File: config.mk
export PLATFORM = sky130hd
export DESIGN_NAME = imem_loader
export DESIGN_NICKNAME = d
export VERILOG_FILES = /design/src/rtl/imem_loader_pkg.sv /design/src/rtl/imem_word_assembler.sv /design/src/rtl/imem_loader.sv
export SDC_FILE = /design/constraint.sdc
export NUM_CORES = 1
export LEC_CHECK = 0
export BUFFER_PORTS_ARGS = -buffer_cell sky130_fd_sc_hd__buf_2
export CAP_MARGIN = 20
export CORE_ASPECT_RATIO = 1.5
export CORE_MARGIN = 10
export CORE_UTILIZATION = 35
export CTS_BUF_LIST = sky130_fd_sc_hd__clkbuf_4 sky130_fd_sc_hd__clkbuf_8
export DETAILED_ROUTE_END_ITERATION = 16
export PLACE_DENSITY = 0.6
export SETUP_SLACK_MARGIN = 0.4
export SLEW_MARGIN = 20
export SYNTH_ARGS = -nofsm -noshare
export SYNTH_HDL_FRONTEND = slang
export SYNTH_SLANG_ARGS = --single-unit
File: constraint.sdc
create_clock -name clk -period 2.3 [get_ports clk]
set_clock_uncertainty 0.05 [all_clocks]
set_input_delay 0.46 -clock clk [delete_from_list [all_inputs] [get_ports clk]]
set_output_delay 0.46 -clock clk [all_outputs]
set_load 0.01 [all_outputs]
File: src/rtl/imem_loader_pkg.sv
// Shared definitions for the instruction-memory loader.
//   state_e   : loader FSM states
//   HDR_BYTES : number of length-header bytes preceding the program words
//   LEN_W     : width of the word-count header / word index
package imem_loader_pkg;

  typedef enum logic [2:0] {
    ST_IDLE,
    ST_LEN_LO,
    ST_LEN_HI,
    ST_DATA,
    ST_WRITE,
    ST_DONE,
    ST_ERR
  } state_e;

  localparam int unsigned HDR_BYTES = 2;
  localparam int unsigned LEN_W     = HDR_BYTES * 8;

endpackage

File: src/rtl/imem_word_assembler.sv
// Byte-to-word assembler: collects four bytes, least-significant first.
//   clk, rst    : clock, synchronous active-high reset
//   clr         : clears the byte counter and shift register
//   byte_valid  : byte_in is consumed this cycle
//   byte_in     : incoming byte
//   word_o      : assembled word including the byte currently presented
//   last_o      : the byte consumed this cycle completes a word
module imem_word_assembler #(
  parameter int unsigned width = 32
) (
  input  logic             clk,
  input  logic             rst,
  input  logic             clr,
  input  logic             byte_valid,
  input  logic [7:0]       byte_in,
  output logic [width-1:0] word_o,
  output logic             last_o
);

  logic [width-1:0] shift_q, shift_d;
  logic [1:0]       cnt_q, cnt_d;

  // Right shift: after four bytes, byte k sits in bits [8k+7:8k]. word_o
  // already merges the current byte so the caller can capture the full
  // word on the same edge that accepts the fourth byte.
  always_comb begin
    shift_d = shift_q;
    cnt_d   = cnt_q;
    word_o  = {byte_in, shift_q[width-1:8]};
    last_o  = byte_valid && (cnt_q == 2'd3);
    if (clr) begin
      shift_d = '0;
      cnt_d   = '0;
    end else if (byte_valid) begin
      shift_d = word_o;
      cnt_d   = cnt_q + 2'd1;
    end
  end

  always_ff @(posedge clk) begin
    if (rst) begin
      shift_q <= '0;
      cnt_q   <= '0;
    end else begin
      shift_q <= shift_d;
      cnt_q   <= cnt_d;
    end
  end

endmodule

File: src/rtl/imem_loader.sv
// Instruction-memory loader: receives a byte stream (16-bit word count N,
// low byte first, then N little-endian 32-bit words) and writes each word
// into instruction memory, holding the core in reset until the load is done.
//   clk, rst          : clock, synchronous active-high reset
//   start             : pulse that begins (or restarts) a load
//   rx_data/rx_valid  : incoming byte stream
//   rx_ready          : loader accepts a byte this cycle
//   WE/WA/WD          : instruction-memory write port (WA byte address)
//   cpu_rst           : core reset, released only after a successful load
//   done/error        : load finished / length header rejected
module imem_loader
  import imem_loader_pkg::*;
#(
  parameter int unsigned width       = 32,
  parameter int unsigned Address_Bus = 32,
  parameter int unsigned DEPTH       = 256
) (
  input  logic                   clk,
  input  logic                   rst,
  input  logic                   start,
  input  logic [7:0]             rx_data,
  input  logic                   rx_valid,
  output logic                   rx_ready,
  output logic                   WE,
  output logic [Address_Bus-1:0] WA,
  output logic [width-1:0]       WD,
  output logic                   cpu_rst,
  output logic                   done,
  output logic                   error
);

  localparam logic [LEN_W:0] DEPTH_W = (LEN_W + 1)'(DEPTH);

  state_e                 state_q, state_d;
  logic [LEN_W-1:0]       len_q, len_d;
  logic [LEN_W-1:0]       idx_q, idx_d;
  logic                   rx_ready_q, rx_ready_d;
  logic                   we_q, we_d;
  logic [Address_Bus-1:0] wa_q, wa_d;
  logic [width-1:0]       wd_q, wd_d;
  logic                   cpu_rst_q, cpu_rst_d;
  logic                   done_q, done_d;
  logic                   error_q, error_d;

  logic                   accept;
  logic                   asm_valid;
  logic                   asm_clr;
  logic                   asm_last;
  logic [width-1:0]       asm_word;
  logic [LEN_W-1:0]       len_full;
  logic [LEN_W-1:0]       idx_inc;

  assign accept   = rx_valid && rx_ready_q;
  assign len_full = {rx_data, len_q[7:0]};
  assign idx_inc  = idx_q + 1'b1;

  imem_word_assembler #(
    .width(width)
  ) u_asm (
    .clk       (clk),
    .rst       (rst),
    .clr       (asm_clr),
    .byte_valid(asm_valid),
    .byte_in   (rx_data),
    .word_o    (asm_word),
    .last_o    (asm_last)
  );

  always_comb begin
    state_d   = state_q;
    len_d     = len_q;
    idx_d     = idx_q;
    wa_d      = wa_q;
    wd_d      = wd_q;
    asm_clr   = 1'b0;
    asm_valid = accept && (state_q == ST_DATA);

    case (state_q)
      ST_IDLE: if (start) state_d = ST_LEN_LO;
      ST_LEN_LO: begin
        if (accept) begin
          len_d[7:0] = rx_data;
          state_d    = ST_LEN_HI;
        end
      end
      ST_LEN_HI: begin
        if (accept) begin
          len_d = len_full;
          if (len_full == '0 || {1'b0, len_full} > DEPTH_W) begin
            state_d = ST_ERR;
          end else begin
            state_d = ST_DATA;
            idx_d   = '0;
            asm_clr = 1'b1;
          end
        end
      end
      ST_DATA: begin
        // Capture address and word on the fourth byte so WE rises next cycle.
        if (asm_last) begin
          state_d = ST_WRITE;
          wa_d    = Address_Bus'({idx_q, 2'b00});
          wd_d    = asm_word;
        end
      end
      ST_WRITE: begin
        idx_d   = idx_inc;
        state_d = (idx_inc == len_q) ? ST_DONE : ST_DATA;
      end
      ST_DONE, ST_ERR: if (start) state_d = ST_LEN_LO;
      default: state_d = ST_IDLE;
    endcase

    // Outputs are registered from the next state so they line up with it.
    rx_ready_d = state_d inside {ST_LEN_LO, ST_LEN_HI, ST_DATA};
    we_d       = (state_d == ST_WRITE);
    cpu_rst_d  = (state_d != ST_DONE);
    done_d     = (state_d == ST_DONE);
    error_d    = (state_d == ST_ERR);
  end

  always_ff @(posedge clk) begin
    if (rst) begin
      state_q    <= ST_IDLE;
      len_q      <= '0;
      idx_q      <= '0;
      rx_ready_q <= 1'b0;
      we_q       <= 1'b0;
      wa_q       <= '0;
      wd_q       <= '0;
      cpu_rst_q  <= 1'b1;
      done_q     <= 1'b0;
      error_q    <= 1'b0;
    end else begin
      state_q    <= state_d;
      len_q      <= len_d;
      idx_q      <= idx_d;
      rx_ready_q <= rx_ready_d;
      we_q       <= we_d;
      wa_q       <= wa_d;
      wd_q       <= wd_d;
      cpu_rst_q  <= cpu_rst_d;
      done_q     <= done_d;
      error_q    <= error_d;
    end
  end

  assign rx_ready = rx_ready_q;
  assign WE       = we_q;
  assign WA       = wa_q;
  assign WD       = wd_q;
  assign cpu_rst  = cpu_rst_q;
  assign done     = done_q;
  assign error    = error_q;

endmodule
==> flow_metrics.py, run 1 <==
metrics = {
    "setup_path": {
        "worstPathRequired_ns": 2.59,
        "rr_startpoint": "idx_q[0]",
        "worst_ep_arrival_time_ns": 2.65,
        "crit_slowest_cell": "or4_4",
        "slowest_delay_ns": 0.57,
        "worst-setup-path-type": "register to register",
        "r2r_cells": 7,
        "cp-end-kind": "register",
        "cpMostUsedCell": "or4_4",
        "worstPathMaxFanout": 4,
        "cp-start-kind": "register",
        "crit_chain": "ha_4 > nand4_4 > or4_4 > xnor2_2 > nand4_1 > or4_4 > a211o_1",
        "r2r_slack_ns": -0.06,
        "r2r-end": "cpu_rst",
        "worstSetupStartpoint": "idx_q[0]",
    },
    "finish": {
        "instances_no_fill": 944,
        "fill_cells": 1400,
        "utilization": 0.476,
        "drive_above_1_share": 0.331,
        "final_nets": 753,
        "finalInstanceArea_um2": 6690,
        "antenna_cells": 0,
        "final_common_cell": "nand2_1",
        "mostFrequentLayoutCells": "176 x nand2_1, 107 x dfxtp_1, 64 x a21oi_1, 64 x buf_2, 53 x buf_4",
        "area_growth_pct": 33.1,
    },
    "global_route": {
        "grt-ovfl-total": 0,
        "grt_max_degree": 28,
        "grt_pass1_vias": 4905,
        "grtUsageTotal": 0.149,
        "grt_pass1_wl_um": 24100,
        "antenna_found_initial": 0,
    },
    "route": {
        "num_vias": 4721,
        "wl_per_cell_um": 15.8,
        "drt_iter0_markers": 213,
        "drcViolationCount": 0,
        "first_pass_iters": 4,
        "totalWireLength_um": 14900,
        "vias_per_cell": 5.00,
        "antenna_left": 0,
    },
    "timing": {
        "finalCritPeriodShare": 1.03,
        "drv_slew": 0,
        "final-setup-viol-count": 1,
        "worst_slack_ns": -0.0634,
        "tightest_slew_ns": 0.538,
        "min_period_ns": 2.36,
        "clock.fmax_mhz": 423,
        "hold_violations": 0,
        "rsz0062_at_grt": "yes",
        "tns_ns": -0.0634,
        "max_slew_margin": 0.638,
    },
    "hold_path": {
        "hp-start": "rx_data[4]",
        "hold_class": "input port to register",
        "min_path_cells": 3,
        "whs_endpoint": "WD[28]",
    },
    "placed_design": {
        "pre_cts_ws_ns": -0.136,
        "place_inst": 894,
        "place_congestion": 0.862,
        "hpwlAfterDp_um": 10400,
        "placed_area_um2": 5720,
        "port_buffers": 64,
    },
    "power_and_ir_drop": {
        "ir_drop_mv": 0.454,
        "cellLeakagePower_uw": 0.00256,
        "powerDensity_nw_per_um2": 593,
    },
    "floorplanning": {
        "die_area_um2": 19700,
        "row_count": 53,
        "core_um2": 14100,
        "ioPinCount": 81,
        "die_h_um": 167,
        "start_util": 0.358,
        "dieWidth_um": 118,
    },
    "logic_synthesis": {
        "synth_edf_count": 0,
        "syn_avg_cell_area_um2": 7.92,
        "synth-seq-area-share": 0.454,
        "yosys_register_bits": 114,
        "yosysUniqueCellTypes": 54,
        "yosysWarnings": 0,
        "synthesis.area_um2": 5030,
        "synth_cells": 635,
        "async_flop_share": 0,
        "synthFlopType": "dfxtp_1",
    },
    "clock_network": {
        "cts_root_buf": "clkbuf_8",
        "cts_buffers": 17,
        "clk_latency_ns": 0.44,
        "clock_path_buffers": 2,
        "cts_tree": "yes",
        "cts-htree-levels": 4,
        "cts_num_sinks": 114,
        "clk_pin_slew_worst_paths_ns": 0.07,
        "hold_buffers": 0,
    },
    "run_status": {
        "status": "finished, violations left",
        "failed_checks": "negative setup slack",
    },
    "flow_run": {
        "cap_violations": 0,
    },
}
## flip-flops by register name, indices dropped and copies added (netlist names)
register and count:
WD 32, u_asm.shift_q 24, WA 16, idx_q 16
len_q 16, state_q 3, u_asm.cnt_q 2, WE 1
cpu_rst 1, done 1, error 1, rx_ready 1
## per-layer routing
| metal | global-route usage | up-vias | part of all wire |
|---|---|---|---|
| met2 | 0.283 | 127 | 0.56 |
| met1 | 0.143 | 2258 | 0.37 |
| li1 | - | 2296 | - |
| met5 | 0 | - | 0 |
| met3 | 0.0474 | 40 | 0.043 |
| met4 | 0.0609 | 0 | 0.030 |
## synthesized netlist by cell type (2+ instances only)
| cell | number | area, µm² |
|---|---|---|
| clkbuf_1 | 30 | 113 |
| nand3_1 | 13 | 65.1 |
| and3_1 | 6 | 37.5 |
| o21ai_0 | 5 | 25.0 |
| xor2_1 | 8 | 70.1 |
| nor4_1 | 4 | 25.0 |
| a211oi_1 | 2 | 15.0 |
| buf_6 | 6 | 67.6 |
| inv_1 | 9 | 33.8 |
| buf_1 | 3 | 11.3 |
| nor2_1 | 32 | 120 |
| buf_4 | 19 | 143 |
| xnor2_1 | 14 | 123 |
| nand3b_1 | 2 | 15.0 |
| nand2_1 | 179 | 672 |
| and4b_1 | 2 | 20.0 |
| nor3_1 | 6 | 30.0 |
| a21oi_1 | 100 | 500 |
| o21ai_1 | 11 | 55.1 |
| or3_1 | 3 | 18.8 |
| or4_4 | 2 | 22.5 |
| nor3b_1 | 3 | 22.5 |
| o22ai_1 | 2 | 12.5 |
| nand4_1 | 5 | 31.3 |
| ha_1 | 2 | 25.0 |
| nand4_4 | 2 | 42.5 |
| mux2i_1 | 8 | 80.1 |
| buf_2 | 2 | 10.0 |
| a311oi_1 | 2 | 17.5 |
| a31oi_1 | 5 | 31.3 |
| dfxtp_1 | 114 | 2280 |
| nand2b_1 | 4 | 25.0 |
| or4_1 | 3 | 22.5 |
| and2_1 | 5 | 31.3 |
| nor2b_1 | 3 | 18.8 |
## kinds of logic (layout without fill, tap and decap cells)
logic type,Yosys count,in the layout,synth area share
xor gates and xnor gates,24,24,0.0460
muxes,8,8,0.0159
AOI/OAI and AO/OA,136,136,0.148
other,1,16,0.000746
and+or+nand+nor,279,279,0.250
adders and majority gates,2,2,0.00498
DFF,114,114,0.454
buffers and inverters,71,173,0.0806
## worst max-delay path by stage
stage / end / cells after the start
after floorplan: cpu_rst / 7
after global placement: cpu_rst / 9
after detailed placement: cpu_rst / 9
after CTS: cpu_rst / 7
after global routing: cpu_rst / 7
final: cpu_rst / 7
## worst max-delay path: cells and delay by family (launching register included)
kind / cells / cell delay, ns
xor gates and xnor gates: 1 / 0.15
and+or+nand+nor: 4 / 1.28
adders and majority gates: 1 / 0.16
AOI/OAI and AO/OA: 1 / 0.27
DFF: 1 / 0.37
## stage by stage
stage	hold slack, ns	total power, µW
2_1_floorplan	0.382	2150
3_3_place_gp	0.393	2180
3_5_place_dp	0.394	2190
4_1_cts	0.269	3980
5_1_grt	0.260	4110
6_report	0.284	3970
## cell type report
| type | instances | area (µm²) | share of cell area |
|---|---|---|---|
| multi-input cells | 465 | 2780 | 0.416 |
| flip-flops and latches | 114 | 2300 | 0.343 |
| repair buffers | 132 | 967 | 0.144 |
| clock buffers | 18 | 241 | 0.0361 |
| well taps | 192 | 240 | 0.0359 |
| clock inverters | 14 | 131 | 0.0196 |
| inverters | 9 | 33.8 | 0.00505 |
## repair_timing
item / in CTS / in global routing
gates cloned: 3 / 1
setup buffers: 11 / 3
pin swaps: 28 / 7
endpoints found under the setup margin: 49 / 50
gates resized for setup: 69 / 29
## where the power goes
group	total (µW)	switching, µW	leakage, µW	internal (µW)
combinational	204	121	0.00145	82.9
sequential	1990	13.6	0.000923	1980
clock	1770	896	0.000191	876
Power figures use the tool's default switching activity.
==> run 2: changes to the inputs <==
--- a/config.mk
+++ b/config.mk
@@ -5,6 +5,7 @@
 export SDC_FILE = /design/constraint.sdc
 export NUM_CORES = 1
 export LEC_CHECK = 0
+export ABC_AREA = 1
 export BUFFER_PORTS_ARGS = -buffer_cell sky130_fd_sc_hd__buf_2
 export CAP_MARGIN = 20
 export CORE_ASPECT_RATIO = 1.5
==> flow_metrics.py, run 2 <==
metrics = {
    "run_status": {
        "status": "finished clean",
    },
    "route": {
        "vias_per_cell": 4.94,
        "totalWireLength_um": 13800,
        "first_pass_iters": 6,
        "antenna_left": 0,
        "drt_iter0_markers": 216,
        "wl_per_cell_um": 14.8,
        "num_vias": 4614,
        "drcViolationCount": 0,
    },
    "floorplanning": {
        "core_um2": 13600,
        "ioPinCount": 81,
        "die_h_um": 165,
        "start_util": 0.358,
        "row_count": 52,
        "dieWidth_um": 116,
        "die_area_um2": 19100,
    },
    "logic_synthesis": {
        "synthFlopType": "dfxtp_1",
        "yosys_register_bits": 114,
        "synthesis.area_um2": 4870,
        "synth_cells": 682,
        "synth-seq-area-share": 0.468,
        "syn_avg_cell_area_um2": 7.15,
        "yosysTopAreaCell": "dfxtp_1",
        "synth_edf_count": 0,
        "yosysUniqueCellTypes": 25,
        "synth_common_cells": "208 x nand2_1, 114 x dfxtp_1, 111 x a21oi_1, 52 x nand3_1, 43 x inv_1",
        "async_flop_share": 0,
        "synth_top_cells_by_area": "dfxtp_1 47%, nand2_1 16%, a21oi_1 11%",
        "synth.most_common_cell": "nand2_1",
        "synth.top_cell.area_share": 0.468,
        "yosysWarnings": 0,
    },
    "setup_path": {
        "crit_family": "simple AND/OR/NAND/NOR gates",
        "cpMostUsedCell": "nand2_1",
        "worstSetupStartpoint": "idx_q[10]",
        "crit_slowest_cell": "dfxtp_1",
        "r2r_slack_ns": 0.41,
        "cp-start-kind": "register",
        "slowest_delay_ns": 0.42,
        "crit_chain": "nand2_1 > nor2_1 > nand4_1 > nand2_1 > nand2_1 > nand2_1 > nand2_2 > nor2_4 > nand3_2 > nand2_2 > nand2_2 > nor2_2 > nor2_1",
        "rr_startpoint": "idx_q[10]",
        "worst-setup-path-type": "register to register",
        "worstPathMaxFanout": 4,
        "path_buf_inv": 0,
        "r2r-end": "rx_ready",
        "worstPathRequired_ns": 2.57,
        "cp.depth": 13,
        "worst_ep_arrival_time_ns": 2.17,
        "crit_end": "rx_ready",
        "r2r_cells": 13,
        "cp-end-kind": "register",
    },
    "finish": {
        "seq_area_um2": 2300,
        "mostFrequentLayoutCells": "196 x nand2_1, 111 x a21oi_1, 104 x dfxtp_1, 64 x buf_2, 47 x nand3_1",
        "area_growth_pct": 24.1,
        "final_nets": 773,
        "drive_above_1_share": 0.228,
        "antenna_cells": 0,
        "utilization": 0.445,
        "fill_cells": 1406,
        "multiInputGateArea_um2": 2340,
        "final_common_cell": "nand2_1",
        "largest_reg_flops": 32,
    },
    "hold_path": {
        "hold_class": "input port to register",
    },
    "clock_network": {
        "clock_path_buffers": 2,
        "cts-htree-levels": 4,
        "cts_root_buf": "clkbuf_8",
        "cts_buffers": 17,
        "clk_pin_slew_worst_paths_ns": 0.07,
        "clk_latency_ns": 0.43,
        "cts_tree": "yes",
        "cts_num_sinks": 114,
    },
    "global_route": {
        "grt_use_met1": 0.149,
        "use_met3": 0.0363,
        "grt_use_met2": 0.274,
        "antenna_found_initial": 0,
        "grt-ovfl-total": 0,
        "grt_max_degree": 53,
        "gr-max-usage-layer": "met2",
        "grt_pass1_vias": 4602,
        "grtUsageTotal": 0.147,
        "grt_pass1_wl_um": 22500,
    },
    "timing": {
        "hold_violations": 0,
        "drv_slew": 0,
        "tns_ns": 0,
        "clock.fmax_mhz": 528,
        "finalCritPeriodShare": 0.824,
        "rsz0062_at_grt": "yes",
        "max_slew_margin": 0.603,
        "worst_slack_ns": 0.406,
        "tightest_slew_ns": 0.596,
        "min_period_ns": 1.89,
        "holdWs_ns": 0.279,
        "final-setup-viol-count": 0,
    },
    "placed_design": {
        "pre_cts_ws_ns": 0.110,
        "port_buffers": 64,
        "hpwlAfterDp_um": 9900,
        "place_congestion": 0.906,
    },
    "flow_run": {
        "cap_violations": 0,
    },
    "power_and_ir_drop": {
        "powerDensity_nw_per_um2": 718,
        "p_total_uw": 4340,
        "p_sw_frac": 0.229,
        "p_int_uw": 3350,
        "clock_power_share": 0.480,
        "ir_drop_mv": 0.372,
        "pwr-share-comb": 0.059,
        "cellLeakagePower_uw": 0.00246,
        "switchingPower_uw": 995,
        "seqPwrFrac": 0.461,
    },
}
## run 2: layer usage
layer	vias up	wire length, µm
met4	0	315
met2	129	7520
li1	2342	-
met5	-	0
met3	28	701
met1	2115	5290
## run 2: cell families after synthesis
family	after synthesis	share of synthesized area
simple gates	313	0.269
compound gates	146	0.151
flops	114	0.468
buf+inv	99	0.0904
xor+xnor	7	0.0157
fa+ha+maj	2	0.00513
other cells	1	0.000769
## run 2: how the worst min path moves through the flow
stage	from	depth (start not counted)	slack [ns]	endpoint
floorplan	u_asm.shift_q[8]	2	0.39	WD[0]
global placement	WD[17]	2	0.40	WD[17]
detailed placement	WD[1]	2	0.40	WD[1]
CTS	rx_data[2]	3	0.26	WD[26]
global route	rx_data[5]	3	0.27	WD[29]
finish	rx_data[2]	3	0.28	WD[26]
## run 2: cell type report
| class | instances | share of cell area |
|---|---|---|
| Clock buffer | 22 | 0.0480 |
| Clock inverter | 10 | 0.0257 |
| Inverter | 49 | 0.0304 |
| Sequential cell | 114 | 0.381 |
| Multi-Input combinational cell | 484 | 0.388 |
| Tap cell | 162 | 0.0335 |
| Timing Repair Buffer | 93 | 0.0938 |
## run 2: tightest hold or removal path, cell delays in order
cell,delay (ns)
buf_2,0.13
nand2_1,0.07
a21oi_1,0.05
## run 2: timing repair
item,in CTS,in global routing
endpoints found under the setup margin,6,29
buffers inserted,8,2
endpoints found under the hold margin,0,0
gates resized for setup,25,25
pin swaps,11,19
hold buffers,0,0
## run 2: stage by stage
stage               cell area [µm²]  std cells
floorplan                      4930        697
global placement               5370        892
detailed placement             5370        892
CTS                            5950        932
global route                   6050        934
finish                         6050        934
## run 2: power groups by stage
stage	registers, µW	logic [µW]	clock network [µW]
floorplan	2050	181	0
global placement	2050	237	0
detailed placement	2050	238	0
CTS	2000	240	2130
global route	2010	287	2230
finish	2000	254	2090
